<file path="config.mk">
export PLATFORM = sky130hd
export DESIGN_NAME = hazard_ctrl
export DESIGN_NICKNAME = d
export VERILOG_FILES = /design/src/rtl/hazard_ctrl.sv
export SDC_FILE = /design/constraint.sdc
export NUM_CORES = 1
export LEC_CHECK = 0
export BUFFER_PORTS_ARGS = -buffer_cell sky130_fd_sc_hd__buf_2
export CORE_MARGIN = 5
export CORE_UTILIZATION = 59
export CTS_BUF_LIST = sky130_fd_sc_hd__clkbuf_4
export DETAILED_ROUTE_END_ITERATION = 8
export PLACE_DENSITY = 0.86
export SYNTH_ARGS = -nofsm -noshare
export SYNTH_HDL_FRONTEND = slang
export SYNTH_SLANG_ARGS = --single-unit
</file>
<file path="constraint.sdc">
create_clock -name clk -period 4.05 [get_ports clk]
set_input_delay 0.6075 -clock clk [delete_from_list [all_inputs] [get_ports clk]]
set_output_delay 0.6075 -clock clk [all_outputs]
set_load 0.005 [all_outputs]
</file>
<file path="src/rtl/hazard_ctrl.sv">
// Hazard unit beside ID: per-register load scoreboard plus branch-penalty FSM.
// Optional statistics counters are built when HAZARD_CTRL_STATS_EN is defined.
module hazard_ctrl #(
    parameter int REG_AW     = 4,
    parameter int LOAD_LAT   = 1,
    parameter int BR_PENALTY = 2
) (
    input  logic              clk,
    input  logic              rst,
    input  logic              id_valid,
    input  logic [3:0]        id_opcode,
    input  logic [REG_AW-1:0] id_rs,
    input  logic [REG_AW-1:0] id_rt,
    input  logic [REG_AW-1:0] id_rd,
    output logic              stall,
    output logic              br_busy,
    output logic              issue
`ifdef HAZARD_CTRL_STATS_EN
    ,
    output logic [31:0]       stall_cnt,
    output logic [15:0]       br_cnt
`endif
);

    localparam int NREG = 1 << REG_AW;
    localparam int PW   = $clog2(LOAD_LAT + 1);
    localparam int BW   = $clog2(BR_PENALTY + 1);

    localparam logic [3:0] OP_LD = 4'b1000;
    localparam logic [3:0] OP_ST = 4'b1001;
    localparam logic [3:0] OP_B  = 4'b1100;
    localparam logic [3:0] OP_BR = 4'b1101;

    typedef enum logic {
        S_IDLE,
        S_BR_WAIT
    } br_state_e;

    logic [PW-1:0] pend_q [NREG];
    logic [PW-1:0] pend_d [NREG];
    br_state_e     state_q, state_d;
    logic [BW-1:0] bcnt_q, bcnt_d;
    logic          br_busy_q, br_busy_d;

    logic rt_used, is_ld, is_st, is_br, haz;

    always_comb begin
        is_ld   = (id_opcode == OP_LD);
        is_st   = (id_opcode == OP_ST);
        is_br   = (id_opcode == OP_B) || (id_opcode == OP_BR);
        rt_used = (id_opcode[3:2] != 2'b11) &&
                  !((id_opcode[3:2] == 2'b01) && (id_opcode != 4'b0111));

        // A store reads RT one stage later, so it tolerates one remaining cycle.
        haz = id_valid && ((pend_q[id_rs] != '0) ||
                           (rt_used && !is_st && (pend_q[id_rt] != '0)) ||
                           (is_st && (int'(pend_q[id_rt]) > 1)));

        stall   = (haz || br_busy_q) && !rst;
        br_busy = br_busy_q && !rst;
        issue   = id_valid && !stall && !rst;
    end

    always_comb begin
        for (int r = 0; r < NREG; r++) begin
            pend_d[r] = (pend_q[r] != '0) ? pend_q[r] - PW'(1) : '0;
        end
        if (issue && is_ld) begin
            pend_d[id_rd] = PW'(LOAD_LAT);
        end
    end

    always_comb begin
        state_d = state_q;
        bcnt_d  = bcnt_q;
        case (state_q)
            S_IDLE: begin
                if (issue && is_br) begin
                    state_d = S_BR_WAIT;
                    bcnt_d  = BW'(BR_PENALTY);
                end
            end
            S_BR_WAIT: begin
                if (bcnt_q == BW'(1)) begin
                    state_d = S_IDLE;
                    bcnt_d  = '0;
                end else begin
                    bcnt_d = bcnt_q - BW'(1);
                end
            end
            default: begin
                state_d = S_IDLE;
                bcnt_d  = '0;
            end
        endcase
        br_busy_d = (state_d == S_BR_WAIT);
    end

    always_ff @(posedge clk) begin
        if (rst) begin
            for (int r = 0; r < NREG; r++) begin
                pend_q[r] <= '0;
            end
            state_q   <= S_IDLE;
            bcnt_q    <= '0;
            br_busy_q <= 1'b0;
        end else begin
            for (int r = 0; r < NREG; r++) begin
                pend_q[r] <= pend_d[r];
            end
            state_q   <= state_d;
            bcnt_q    <= bcnt_d;
            br_busy_q <= br_busy_d;
        end
    end

`ifdef HAZARD_CTRL_STATS_EN
    logic [31:0] stall_cnt_q, stall_cnt_d;
    logic [15:0] br_cnt_q, br_cnt_d;

    always_comb begin
        stall_cnt_d = stall_cnt_q;
        if (stall && (stall_cnt_q != 32'hFFFF_FFFF)) begin
            stall_cnt_d = stall_cnt_q + 32'd1;
        end
        br_cnt_d = br_cnt_q;
        if (issue && is_br) begin
            br_cnt_d = br_cnt_q + 16'd1;
        end
    end

    always_ff @(posedge clk) begin
        if (rst) begin
            stall_cnt_q <= '0;
            br_cnt_q    <= '0;
        end else begin
            stall_cnt_q <= stall_cnt_d;
            br_cnt_q    <= br_cnt_d;
        end
    end

    assign stall_cnt = stall_cnt_q;
    assign br_cnt    = br_cnt_q;
`endif

endmodule

</file>
==> key figures <==
Synthesis
  – Seq cells post-synth: 19
  – Post-Syn Area: just under 1000 um2
  – Synth area leader: dfxtp_1
  – Top-count cell post-synth: dfxtp_1
  – Synthesized net count: around 120
  – Post-synth top area share: between 30 and 40%
  – Mapped Cells: 101
  – Post-synth EDFFs: 0
  – Area contributors post-synth: dfxtp_1 38%, nor4_1 11%, mux2i_1 7.1%
  – Syn avg cell area: between 9 and 10 um2
  – Async SR Flop Fraction: 0%
  – YS warnings: 0
  – Most frequent cells after synthesis: 19 x dfxtp_1, 17 x nor4_1, 9 x nand2_1
  – Post-synth cell types: 31
  – Post-synthesis sequential area ratio: 38.5%
  – Synth Flop Type: dfxtp_1

Min path
  – Hold/Removal Path Class: in2reg

Critical path
  – Crit-path cells: buf_2, mux4_2, and2_1, a211oi_2, a21oi_1, a211o_1, a31o_1, buf_2
  – CP dominant cell by count: buf_2
  – Worst Path Arrival: 2.56 ns
  – CP delay by family, top: compound AO/OA/AOI/OAI gates
  – WP data required: 3.44 ns
  – Bufs and invs on worst path: 2
  – FF-to-FF setup slack: 1.84 ns
  – WS Path Type: in2out
  – Max incr delay on CP: approximately 0.49 ns
  – Crit-path slowest cell: mux4_2
  – Crit start category: input port
  – Crit Path Max Fanout: 21
  – CP endpoint kind: output pin

Power
  – Pwr Total: roughly 340 uW
  – Peak VDD IR: around 250 uV
  – Leak: about 0.00046 uW
  – Pwr Density: between 300 and 400 nW/um2

GRT
  – Vias in the first global route: roughly 790
  – Total GRT Usage: 18.4%
  – Total gr overflow: 0
  – Largest net degree at the start of global routing: 22
  – First-pass GRT wire length: between 3 and 4 mm
  – Initial antenna violation count: 0

Routing
  – Drc violations: 0
  – Routed WL per cell: roughly 16 um
  – Final WL: approximately 2.2 mm
  – Vias per cell: 6.34
  – Initial DRT Pass Iterations: 4
  – Vias post-DR: 868
  – Final ANT Viol Nets: 0
  – Initial DRC Count: 21

Place
  – GPL Wtd Cong: between 0.7 and 0.8
  – Post-DP Area: between 1000 and 1500 um2
  – I/O Buffers: 21
  – DP HPWL: between 1.5 and 2 mm

Final layout
  – Syn-to-layout area delta: 12.2%
  – Diodes inserted: 0
  – Final net count: 142
  – Post-route cell area: ~1100 um2
  – Area occupied by multi-input gates: roughly 550 um2
  – Layout cell share with drive strength beyond 1: between 20% and 30%
  – Fillers: about 110
  – Register cell area after layout: 380 um2

Clock tree
  – Clk sinks: 19
  – Number of CTS-inserted buffers: 3
  – Postcts setup bufs: 0
  – Reg clk slew, reported paths: roughly 0.10 ns
  – Root Buffer: clkbuf_4
  – CTS tree: done
  – Post_cts resized: 0
  – Clk Latency, worst-skew pair: just under 0.3 ns
  – CTS Hold Bufs: 0
  – CTS max path bufs: 2
  – H-tree depth: 1

Die
  – Ports: 22
  – Die Area: around 2600 um2
  – Die height: a little over 50 um
  – CORE AREA: 1540 um2
  – Site Rows: 14
  – Chip Width: between 50 and 60 um
  – Initial Util: between 60 and 70%

Run status
  – Status: completed

Timing
  – Setup_tns: 0 ns
  – Tightest Pin Transition: around 0.59 ns
  – RSZ-0062 raised after global routing: false
  – Final setup viols: 0
  – Slew Limit Headroom: just over 60%
  – Final Skew: between 0.006 and 0.007 ns
  – Final hold vios: 0
  – Min Hold Slack: ~0.5 ns
  – Slew Limit Fails: 0
  – Period utilization: 78.2%
  – Fin crit period: about 3.2 ns
  – Fmax: around 320 MHz

Job
  – MaxCap Viol Count: 0
stage by stage:
stage | setup slack, ns | util (%) | instances
floorplan | 1.36 | - | 101
CTS | 0.906 | 71.9 | 137
global placement | 0.951 | 70.0 | 133
finish | 0.884 | 71.9 | 137
detailed placement | 0.900 | 70.0 | 133
global route | 0.785 | 71.9 | 137
path summary, 6_finish.rpt:
| path | endpoint | from | cells past startpoint |
|---|---|---|---|
| setup reg to reg | bcnt_q[0] | pend_q[12] | 6 |
| hold reg to reg | bcnt_q[1] | bcnt_q[1] | 2 |
| hold / removal | bcnt_q[1] | rst | 2 |
| setup / recovery | stall | id_rs[0] | 8 |
state kept, by name, summed over array words and instances, names as in the netlist:
register	count
bcnt_q	2
br_busy_q	1
pend_q	16
kinds of logic (layout without fill, tap and decap cells):
logic type	Yosys count	count (layout)	synth area share, %
buffers and inverters	10	30	5.44
and+or+nand+nor	46	46	26.2
DFF	19	19	38.5
muxes	12	12	17.7
adders and majority gates	1	1	1.27
xor gates and xnor gates	1	1	0.886
AOI/OAI and AO/OA	12	12	10.0
layer usage:
| metal | global-route usage [%] | part of all wire (%) | vias up |
|---|---|---|---|
| li1 | - | - | 431 |
| met1 | 25.0 | 46 | 409 |
| met2 | 28.9 | 48 | 24 |
| met3 | 1.74 | 3.9 | 4 |
| met4 | 9.36 | 1.9 | 0 |
| met5 | 0 | 0 | - |
where the power goes:
part / switching, uW / total, uW / internal [uW]
logic: 29.5 / 49.3 / 19.8
registers: 1.05 / 189 / 188
clock network: 53.7 / 98.7 / 45.0
cell type report:
class                   count  share of cell area (%)
multi-input cells          72                    50.0
well taps                  16                    1.81
flip-flops and latches     19                    34.3
clock buffers               4                    2.71
inverters                   5                    1.69
repair buffers             21                    9.48
placed cells by master (no fill, tap or decap), drive strengths merged:
cell type	synthesis	layout
buf	4	21
dfxtp	19	19
nor4	17	17
nand2	9	9
mux2i	7	7
inv	5	5
nand2b	4	4
clkbuf	1	4
mux4	4	4
a21oi	3	3
nor2	3	3
nor2b	3	3
nand3	3	3
a2111oi	2	2
nand3b	2	2
o32ai	2	2
or2	2	2
mux2	1	1
nor3b	1	1
a311oi	1	1
and2	1	1
a211oi	1	1
a211o	1	1
a31o	1	1
or4	1	1
xor2	1	1
o311a	1	1
ha	1	1
Note: power is estimated with default switching activity, not from simulation.
